<file path="config.mk">
export PLATFORM = sky130hd
export DESIGN_NAME = pippo_wbarb_flat
export DESIGN_NICKNAME = d
export VERILOG_FILES = /design/src/rtl/pippo_wbarb_pkg.sv /design/src/rtl/pippo_wbarb_if.sv /design/src/rtl/pippo_wbarb.sv /design/src/flat_wrapper.sv
export SDC_FILE = /design/constraint.sdc
export NUM_CORES = 1
export LEC_CHECK = 0
export CORE_ASPECT_RATIO = 1.2
export CORE_MARGIN = 4
export CORE_UTILIZATION = 32
export CTS_CLUSTER_SIZE = 28
export DETAILED_ROUTE_END_ITERATION = 10
export GPL_TIMING_DRIVEN = 0
export PLACE_DENSITY = 0.75
export SLEW_MARGIN = 25
export SYNTH_ARGS = -nofsm -noshare
export SYNTH_HDL_FRONTEND = slang
export SYNTH_SLANG_ARGS = --single-unit
</file>
<file path="constraint.sdc">
create_clock -name clk -period 2.2 [get_ports clk]
set_input_delay 0.55 -clock clk [delete_from_list [all_inputs] [get_ports clk]]
set_output_delay 0.55 -clock clk [all_outputs]
set_load 0.01 [all_outputs]
</file>
<file path="src/rtl/pippo_wbarb_pkg.sv">
// pippo_wbarb_pkg
//   Shared definitions for the pippo write-back arbiter.
//   RFWBOP_* select encodings are shared with pippo_wbmux and the ID stage
//   and must not be renumbered.
package pippo_wbarb_pkg;

    localparam int unsigned RFWBOP_WIDTH = 2;

    typedef enum logic [RFWBOP_WIDTH-1:0] {
        RFWBOP_ALU = 2'b00,
        RFWBOP_LSU = 2'b01,
        RFWBOP_SPR = 2'b10,
        RFWBOP_EA  = 2'b11
    } rfwbop_e;

endpackage

</file>
<file path="src/rtl/pippo_wbarb_if.sv">
// pippo_wbarb_if
//   Request/grant bundle between the write-back requesters (ALU, LSU, SPR)
//   and the GPR write-port arbiter, plus the arbiter's write-port outputs.
//   master : requester side (drives *_req/*_addr, observes grants/port)
//   slave  : arbiter side   (observes requests, drives grants/port)
interface pippo_wbarb_if #(
    parameter int unsigned AW = 5
) ();
    import pippo_wbarb_pkg::*;

    logic                    alu_req;
    logic [AW-1:0]           alu_addr;
    logic                    lsu_req;
    logic [AW-1:0]           lsu_addr;
    logic                    lsu_upd;
    logic [AW-1:0]           lsu_upd_addr;
    logic                    spr_req;
    logic [AW-1:0]           spr_addr;

    logic                    alu_gnt;
    logic                    lsu_gnt;
    logic                    spr_gnt;
    logic [RFWBOP_WIDTH-1:0] rfwb_op;
    logic                    rf_we;
    logic [AW-1:0]           rf_addrw;
    logic                    wbarb_stall;
    logic                    upd_pend;

    modport master (
        output alu_req, alu_addr, lsu_req, lsu_addr, lsu_upd, lsu_upd_addr,
               spr_req, spr_addr,
        input  alu_gnt, lsu_gnt, spr_gnt, rfwb_op, rf_we, rf_addrw,
               wbarb_stall, upd_pend
    );

    modport slave (
        input  alu_req, alu_addr, lsu_req, lsu_addr, lsu_upd, lsu_upd_addr,
               spr_req, spr_addr,
        output alu_gnt, lsu_gnt, spr_gnt, rfwb_op, rf_we, rf_addrw,
               wbarb_stall, upd_pend
    );

endinterface

</file>
<file path="src/rtl/pippo_wbarb.sv">
// pippo_wbarb
//   Shares the single GPR write port among ALU, LSU load data, SPR reads and
//   the LSU effective-address update of load-with-update instructions.
//   Priority lsu > spr > alu, one grant per cycle; a granted load-with-update
//   is followed by one EA write cycle (state UPD) before arbitration resumes.
// Ports:
//   clk        core clock, rising edge
//   rst        asynchronous active-low reset
//   wb_freeze  pipeline freeze: no grants, no write, state held, no stall
//   wb         pippo_wbarb_if.slave: requests in; grants, rfwb_op, rf_we,
//              rf_addrw, wbarb_stall, upd_pend out (all combinational)
module pippo_wbarb
    import pippo_wbarb_pkg::*;
#(
    parameter int unsigned AW = 5
) (
    input  logic          clk,
    input  logic          rst,
    input  logic          wb_freeze,
    pippo_wbarb_if.slave  wb
);

    typedef enum logic {
        ST_IDLE = 1'b0,
        ST_UPD  = 1'b1
    } state_e;

    state_e        state_q, state_d;
    logic [AW-1:0] upd_addr_q, upd_addr_d;

    always_ff @(posedge clk or negedge rst) begin
        if (!rst) begin
            state_q    <= ST_IDLE;
            upd_addr_q <= '0;
        end else begin
            state_q    <= state_d;
            upd_addr_q <= upd_addr_d;
        end
    end

    logic          alu_gnt, lsu_gnt, spr_gnt;
    logic          wr_sel;
    logic [1:0]    op_sel;
    logic [AW-1:0] addr_sel;
    logic          any_req;

    always_comb begin
        state_d    = state_q;
        upd_addr_d = upd_addr_q;
        alu_gnt    = 1'b0;
        lsu_gnt    = 1'b0;
        spr_gnt    = 1'b0;
        wr_sel     = 1'b0;
        op_sel     = RFWBOP_ALU;
        addr_sel   = '0;
        any_req    = wb.alu_req | wb.lsu_req | wb.spr_req;

        if (!wb_freeze) begin
            unique case (state_q)
                ST_IDLE: begin
                    if (wb.lsu_req) begin
                        lsu_gnt  = 1'b1;
                        wr_sel   = 1'b1;
                        op_sel   = RFWBOP_LSU;
                        addr_sel = wb.lsu_addr;
                        // EA write is skipped when it would target r0 or
                        // collide with the load destination (load data wins).
                        if (wb.lsu_upd && (wb.lsu_upd_addr != wb.lsu_addr) &&
                            (wb.lsu_upd_addr != '0)) begin
                            state_d    = ST_UPD;
                            upd_addr_d = wb.lsu_upd_addr;
                        end
                    end else if (wb.spr_req) begin
                        spr_gnt  = 1'b1;
                        wr_sel   = 1'b1;
                        op_sel   = RFWBOP_SPR;
                        addr_sel = wb.spr_addr;
                    end else if (wb.alu_req) begin
                        alu_gnt  = 1'b1;
                        wr_sel   = 1'b1;
                        op_sel   = RFWBOP_ALU;
                        addr_sel = wb.alu_addr;
                    end
                end
                ST_UPD: begin
                    wr_sel   = 1'b1;
                    op_sel   = RFWBOP_EA;
                    addr_sel = upd_addr_q;
                    state_d  = ST_IDLE;
                end
                default: state_d = ST_IDLE;
            endcase
        end

        wb.alu_gnt     = alu_gnt;
        wb.lsu_gnt     = lsu_gnt;
        wb.spr_gnt     = spr_gnt;
        wb.rfwb_op     = op_sel;
        wb.rf_addrw    = addr_sel;
        // r0 is hard-wired zero: grant still given, write suppressed.
        wb.rf_we       = wr_sel && (addr_sel != '0);
        wb.wbarb_stall = !wb_freeze &&
                         ((wb.alu_req && !alu_gnt) ||
                          (wb.lsu_req && !lsu_gnt) ||
                          (wb.spr_req && !spr_gnt));
        wb.upd_pend    = (state_q == ST_UPD);
        if (wb_freeze) begin
            any_req = 1'b0;
        end
    end

    logic unused_any_req;
    assign unused_any_req = any_req;

endmodule

</file>
<file path="src/flat_wrapper.sv">
// flat-port wrapper written by rule: the top's interface ports become plain ports
module pippo_wbarb_flat import pippo_wbarb_pkg::*;
#(
    parameter int unsigned AW = 5
)
  (clk, rst, wb_freeze, wb_alu_req, wb_alu_addr, wb_lsu_req, wb_lsu_addr, wb_lsu_upd, wb_lsu_upd_addr, wb_spr_req, wb_spr_addr, wb_alu_gnt, wb_lsu_gnt, wb_spr_gnt, wb_rfwb_op, wb_rf_we, wb_rf_addrw, wb_wbarb_stall, wb_upd_pend);
  pippo_wbarb_if #(.AW(AW)) wb_i ();
  input  logic clk;
  input  logic rst;
  input  logic wb_freeze;
  input wire logic [$bits(wb_i.alu_req)-1:0] wb_alu_req;
  input wire logic [$bits(wb_i.alu_addr)-1:0] wb_alu_addr;
  input wire logic [$bits(wb_i.lsu_req)-1:0] wb_lsu_req;
  input wire logic [$bits(wb_i.lsu_addr)-1:0] wb_lsu_addr;
  input wire logic [$bits(wb_i.lsu_upd)-1:0] wb_lsu_upd;
  input wire logic [$bits(wb_i.lsu_upd_addr)-1:0] wb_lsu_upd_addr;
  input wire logic [$bits(wb_i.spr_req)-1:0] wb_spr_req;
  input wire logic [$bits(wb_i.spr_addr)-1:0] wb_spr_addr;
  output wire logic [$bits(wb_i.alu_gnt)-1:0] wb_alu_gnt;
  output wire logic [$bits(wb_i.lsu_gnt)-1:0] wb_lsu_gnt;
  output wire logic [$bits(wb_i.spr_gnt)-1:0] wb_spr_gnt;
  output wire logic [$bits(wb_i.rfwb_op)-1:0] wb_rfwb_op;
  output wire logic [$bits(wb_i.rf_we)-1:0] wb_rf_we;
  output wire logic [$bits(wb_i.rf_addrw)-1:0] wb_rf_addrw;
  output wire logic [$bits(wb_i.wbarb_stall)-1:0] wb_wbarb_stall;
  output wire logic [$bits(wb_i.upd_pend)-1:0] wb_upd_pend;
  assign wb_i.alu_req = wb_alu_req;
  assign wb_i.alu_addr = wb_alu_addr;
  assign wb_i.lsu_req = wb_lsu_req;
  assign wb_i.lsu_addr = wb_lsu_addr;
  assign wb_i.lsu_upd = wb_lsu_upd;
  assign wb_i.lsu_upd_addr = wb_lsu_upd_addr;
  assign wb_i.spr_req = wb_spr_req;
  assign wb_i.spr_addr = wb_spr_addr;
  assign wb_alu_gnt = wb_i.alu_gnt;
  assign wb_lsu_gnt = wb_i.lsu_gnt;
  assign wb_spr_gnt = wb_i.spr_gnt;
  assign wb_rfwb_op = wb_i.rfwb_op;
  assign wb_rf_we = wb_i.rf_we;
  assign wb_rf_addrw = wb_i.rf_addrw;
  assign wb_wbarb_stall = wb_i.wbarb_stall;
  assign wb_upd_pend = wb_i.upd_pend;
  pippo_wbarb #(.AW(AW)) u_core (.clk(clk), .rst(rst), .wb_freeze(wb_freeze), .wb(wb_i));
endmodule
</file>
==> run metrics, run 1 <==
Root Buffer=clkbuf_4; Yosys reg bits=6; status=complete, but fails checks; Ports=40; Buf+Inv Stages, Crit Path=2; Worst R2R Path Depth=6; vias per cell=5.44; pwr dens=440 nW/um^2; Synth async-reset ratio=1.00; ant diodes=0; maximum VDD drop=0.341 mV; CP Launch Point=wb_lsu_req; Setup Skew=0.00115 ns; crit path DAT=2.00 ns; WP depth=6; CTS tree=yes; final setup fails=2; clock-pin slew on the worst setup and hold paths=0.04 ns; Synth area leaders=dfrtp_1, mux2_4, nor2b_1; Worst setup endpoint=wb_rf_we; global-route usage over all layers=0.155; synth warn=0; Syn Area/Cell=9.46 sq um; fin area=1200 sq um; Slew Limit Fails=0; critical path, cell by cell=buf_6 -> or2_4 -> a221o_1 -> a22o_1 -> or4_4 -> buf_6; Die Area=2720 sq um; crit end category=output port; reg-to-reg startpoint=u_core.wb.upd_pend; Std-Cell Rows=17; CORE AREA=1850 sq um; die height=56.4 microns; RSZ-0062 raised after global routing=yes; Layout fillers=165; Clock Sink Count=6; Final WS setup=-0.352 ns; post-route clock period utilization=1.16; FF-to-FF End=u_core.upd_addr_q[3]; dpl hpwl=1.65 mm; initial DRC count=5; flop-to-flop setup slack=0.37 ns; post-route insts no fill=132; area delta synth->final=92.2%; routed wire length=2.28 mm; drt wl/cell=17.3 microns; share of the synthesized area in the top cell type=0.240; most used standard cell by instance count after synthesis=dfrtp_1; crit path time final=2.55 ns; CP dominant cell by count=buf_6; Slowest-stage cell, CP=or4_4; setup tns final=-0.365 ns; placed cells=123; worst skew pair latency=0.24 ns; Max Fanout on Critical Path=7; clk buf depth=2; Lkg Pwr=0.000585 uW; post-route antenna net violation count=0; largest net degree at the start of global routing=11; initial antenna violation count=0; Hold Violations, Final=0; DIE WIDTH=48.3 microns; ratio of cells with drive above 1 in the final layout=0.372; NumNets Final=142; Hold Crit Class=flip-flop to flip-flop; WP data required=1.65 ns; Synth area leader=dfrtp_1; Post-Syn Nets=93; failing checks=negative setup slack; TritonRoute pass-1 iters=4; placed inst area=1060 sq um; critical path class=input port to output port; max-cap violation count=0; cell area after synthesis=624 sq um; H-tree lvl count=1; DR vias=718; first-pass GRT wire length=3.43 mm; Starting Density=0.337; Rel. slew slack=0.695; worst slew pin tran=0.456 ns; Critical Path Source Type=input port; Cells after Synth=66; number of global-route vias before repair=728; Worst path max stage delay=0.41 ns; GRT overflow=0; most common flop cell mapped by yosys=dfrtp_1; post-synthesis sequential area ratio=0.240; cts bufs inserted=3; cts hold-fix bufs=0; synth unique cells=37; Max Freq=392 MHz; GPL Wtd Cong=0.757; most frequent cells after synthesis=dfrtp_1, mux2_4, nor2_1; Final Util=0.648; DRC=0; IO Port Bufs=38; EDFF count, synth=0; CP delay by family, top=simple AND/OR/NAND/NOR gates
==> report_power, final <==
part           internal (uW)  switching [uW]
Sequential               136            17.4
Clock                   61.6            37.8
Combinational            157             118
Total                    355             173
==> cell type report <==
cell class | count | area, sq um | area share
inverter | 5 | 18.8 | 0.0156
buffer | 3 | 36.3 | 0.0302
multi-input combinational | 52 | 534 | 0.445
clock buffer | 3 | 22.5 | 0.0188
sequential | 6 | 150 | 0.125
timing repair buffer | 44 | 414 | 0.345
tap | 19 | 23.8 | 0.0198
==> placed cells by master, fill, tap and decap left out, types with 2 or more instances in the layout <==
| master | netlist | routed |
|---|---|---|
| clkdlybuf4s50_1 | 0 | 14 |
| dlymetal6s2s_1 | 0 | 8 |
| dlygate4sd2_1 | 0 | 7 |
| buf_4 | 0 | 6 |
| dfrtp_1 | 6 | 6 |
| nor2_1 | 5 | 5 |
| mux2_4 | 5 | 5 |
| buf_6 | 1 | 4 |
| nor2b_1 | 4 | 4 |
| buf_2 | 1 | 4 |
| inv_1 | 4 | 3 |
| nand2b_1 | 3 | 3 |
| clkbuf_4 | 0 | 3 |
| inv_2 | 1 | 2 |
| nand2_1 | 2 | 2 |
| and2_1 | 2 | 2 |
| a221oi_4 | 0 | 2 |
| a2111oi_4 | 0 | 2 |
| nor3_1 | 2 | 2 |
| a21o_1 | 2 | 2 |
| a21oi_1 | 2 | 2 |
| clkdlybuf4s15_1 | 0 | 2 |
==> through the flow <==
stage / worst slack, ns / power (uW) / hold slack, ns
detailed placement: -1.15 / 401 / 0.494
global placement: -1.15 / 398 / 0.496
finish: -0.352 / 528 / 0.512
global route: -0.376 / 559 / 0.528
floorplan: -0.0302 / 284 / 0.254
CTS: -0.383 / 507 / 0.507
==> kinds of logic (layout without fill, tap and decap cells) <==
| group | Yosys count | count (layout) | share of synthesized area |
|---|---|---|---|
| compound gates | 20 | 20 | 0.301 |
| xor+xnor | 1 | 1 | 0.0140 |
| buf+inv | 8 | 55 | 0.0621 |
| flops | 6 | 6 | 0.240 |
| mux | 5 | 5 | 0.120 |
| simple gates | 26 | 26 | 0.263 |
==> state kept, by name, summed over array words and instances, names as in the netlist <==
name and count:
u_core.wb.upd_pend 1, u_core.upd_addr_q 5
==> worst min-delay path by stage <==
stage | to | slack, ns | start | cells after the start
final | u_core.upd_addr_q[4] | 0.51 | u_core.upd_addr_q[4] | 1
after global routing | u_core.upd_addr_q[1] | 0.53 | u_core.upd_addr_q[1] | 1
after CTS | u_core.upd_addr_q[4] | 0.51 | u_core.upd_addr_q[4] | 1
after detailed placement | u_core.upd_addr_q[4] | 0.49 | u_core.upd_addr_q[4] | 1
after global placement | u_core.upd_addr_q[4] | 0.50 | u_core.upd_addr_q[4] | 1
after floorplan | u_core.upd_addr_q[0] | 0.25 | rst | 0
==> metal layers <==
layer	vias up	track usage	part of all wire
met5	-	0	0
met4	0	0.0632	0.019
met3	4	0.0345	0.060
met2	27	0.265	0.50
met1	343	0.183	0.42
li1	344	-	-
==> repair_timing <==
action                                  4_1_cts  5_1_grt
gates cloned                                  0        0
setup buffers                                 3        3
gates resized for setup                      43       20
pin swaps                                     6        8
endpoints found under the setup margin       12        6
(Power assumes the default switching activity.)
==> run 2: changes to the inputs <==
ABC_AREA = 1   (was default)
CORE_UTILIZATION = 33   (was 32)
==> run 2 against run 1 <==
Effect of this change: the run now ends clean; final area shrank 6.8%; synthesized cell count is 74% higher; wire length is 17% lower; largest cell class unchanged; global-route usage fell by 2.3 points; highest routed layer unchanged; first-iteration DRC count grew 20%; final cell count rose by 34%; register-to-register slack better by 0.46 ns; critical path depth decreased by 2; die area is 2.4% higher.
==> run metrics, run 2 <==
GRT overflow=0; share of the synthesized area in the top cell type=0.227; largest net degree at the start of global routing=11; fin area=1120 sq um; initial antenna violation count=0; synth warn=0; IO Port Bufs=38; initial DRC count=6; Worst path max stage delay=0.55 ns; Hold Violations, Final=0; Worst Min Path Start=u_core.upd_addr_q[2]; TritonRoute pass-1 iters=3; placed inst area=1070 sq um; Ports=40; first-pass GRT wire length=3.06 mm; die height=57.1 microns; Top reg by flops=u_core.upd_addr_q; ratio of cells with drive above 1 in the final layout=0.152; leading cell type in the layout, fill and taps excluded=nand2_1; CORE AREA=1870 sq um; Power Internal=302 uW; final setup fails=0; synth unique cells=19; Setup Skew=0.00657 ns; Synth async-reset ratio=1.00; routed wire length=1.88 mm; worst slew pin tran=0.335 ns; dpl hpwl=1.57 mm; area of the multi-input gates=447 sq um; Rel. slew slack=0.775; Max Freq=473 MHz; RSZ-0062 raised after global routing=no; flop-to-flop setup slack=0.83 ns; FF-to-FF End=u_core.upd_addr_q[1]; Final WS setup=0.0846 ns; global-route usage over all layers=0.132; pre-CTS setup slack=-0.614 ns; critical path class=flip-flop to output port; post-route clock period utilization=0.962; critical path, cell by cell=inv_2 -> nand2_4 -> nor2_8 -> clkdlybuf4s50_1; Critical Path Source Type=flip-flop; maximum VDD drop=0.453 mV; Sequential Area=151 sq um; number of global-route vias before repair=745; total power=459 uW; most frequent cells in the layout=nand2_1, clkdlybuf4s50_1, inv_1; Std-Cell Rows=17; crit path DAT=1.57 ns; Min-Delay Endpoint=u_core.upd_addr_q[2]; Synth area leader=dfrtp_1; Syn Area/Cell=5.76 sq um; Worst R2R Path Depth=8; setup tns final=0 ns; GPL Wtd Cong=0.745; cell area after synthesis=662 sq um; Slowest-stage cell, CP=clkdlybuf4s50_1; max-cap violation count=0; DIE WIDTH=48.9 microns; NumNets Final=187; clk buf depth=2; Lkg Pwr=0.000626 uW; Cells after Synth=115; post-route antenna net violation count=0; Die Area=2790 sq um; WP data required=1.65 ns; cts hold-fix bufs=0; Clock Sink Count=6; Combinational Power Share=0.467; clock-pin slew on the worst setup and hold paths=0.05 ns; drt wl/cell=10.6 microns; Yosys reg bits=6; WHS Path Cells=2; clock share of power=0.216; Reg power frac=0.317; vias per cell=4.66; Slew Limit Fails=0; CTS tree=yes; most used standard cell by instance count after synthesis=nand2_1; area delta synth->final=69.0%; crit end category=output port; pwr dens=410 nW/um^2; Synth area leaders=dfrtp_1, nand2_1, inv_1; ant diodes=0; Layout fillers=188; status=finished, final reports clean; DRC=0; Starting Density=0.354; sw power=156 uW; EDFF count, synth=0; Post-Syn Nets=142; most common flop cell mapped by yosys=dfrtp_1; DR vias=824; cts bufs inserted=3; H-tree lvl count=1; Sw Share=0.341; Final Util=0.598; Root Buffer=clkbuf_4; post-synthesis sequential area ratio=0.227; crit path time final=2.12 ns; worst skew pair latency=0.24 ns; Largest register FFs=5; Hold Crit Class=flip-flop to flip-flop; most frequent cells after synthesis=nand2_1, inv_1, nor2_1; Max Fanout on Critical Path=7; reg-to-reg startpoint=u_core.wb.upd_pend
[run 2: worst max-delay path: cells and delay by family, from the launching register on]
family | cells | cell delay (ns)
flip-flops | 1 | 0.44
AND/OR/NAND/NOR | 2 | 0.20
buffers and inverters | 2 | 0.69
[run 2: kinds of logic after synthesis]
kind of cell / share of synthesized area
and+or+nand+nor: 0.510
buffers and inverters: 0.123
xor gates and xnor gates: 0.0132
DFF: 0.227
AOI/OAI and AO/OA: 0.127
[run 2: metal layers]
layer  wire length (microns)  GRT usage  up-vias
met5                       0          0        -
met2                     905      0.237       32
met1                     841      0.156      350
met4                       7     0.0231        0
li1                        -          -      440
met3                     129     0.0392        2
[run 2: final cells by class]
| cell class | instances | share of cell area |
|---|---|---|
| inverter | 19 | 0.0638 |
| sequential | 6 | 0.135 |
| tap | 19 | 0.0213 |
| timing repair buffer | 40 | 0.346 |
| clock buffer | 3 | 0.0201 |
| multi-input combinational | 88 | 0.399 |
| buffer | 2 | 0.0145 |
[run 2: timing repair]
action / CTS / global route
setup buffers: 1 / 1
endpoints found under the setup margin: 12 / 6
endpoints found under the hold margin: 0 / 0
pin swaps: 2 / 1
gates resized for setup: 27 / 9
[run 2: power by group through the flow]
stage	registers (uW)	logic [uW]	clock network (uW)
2_1_floorplan	144	106	0
3_3_place_gp	145	214	0
3_5_place_dp	146	217	0
4_1_cts	145	216	106
5_1_grt	149	237	112
6_report	146	214	99.1
[run 2: worst max-delay path by stage]
stage                                  start         end  slack (ns)  depth (start not counted)
after floorplan                    wb_freeze    wb_rf_we        0.39                          6
after CTS                         wb_spr_req    wb_rf_we       0.007                          9
after detailed placement          wb_alu_req    wb_rf_we       -0.61                         10
final                     u_core.wb.upd_pend  wb_lsu_gnt        0.08                          4
after global placement            wb_lsu_req    wb_rf_we       -0.60                          8
after global routing          wb_spr_addr[4]    wb_rf_we       0.005                          8
[run 2: through the flow]
stage               hold slack [ns]  std cells
finish                        0.467        177
CTS                           0.468        176
global placement              0.452        172
global route                  0.501        177
floorplan                     0.254        115
detailed placement            0.457        172
==> run 3: changes to the inputs <==
MAX_ROUTING_LAYER = met4   (was default)
==> results of run 3 <==
Final layout, timing and power as in run 2 (identical DEF).
Among the figures that moved: final weighted congestion in routability-driven placement 0.745 -> 0.755; overall routing resource usage 0.132 -> 0.136
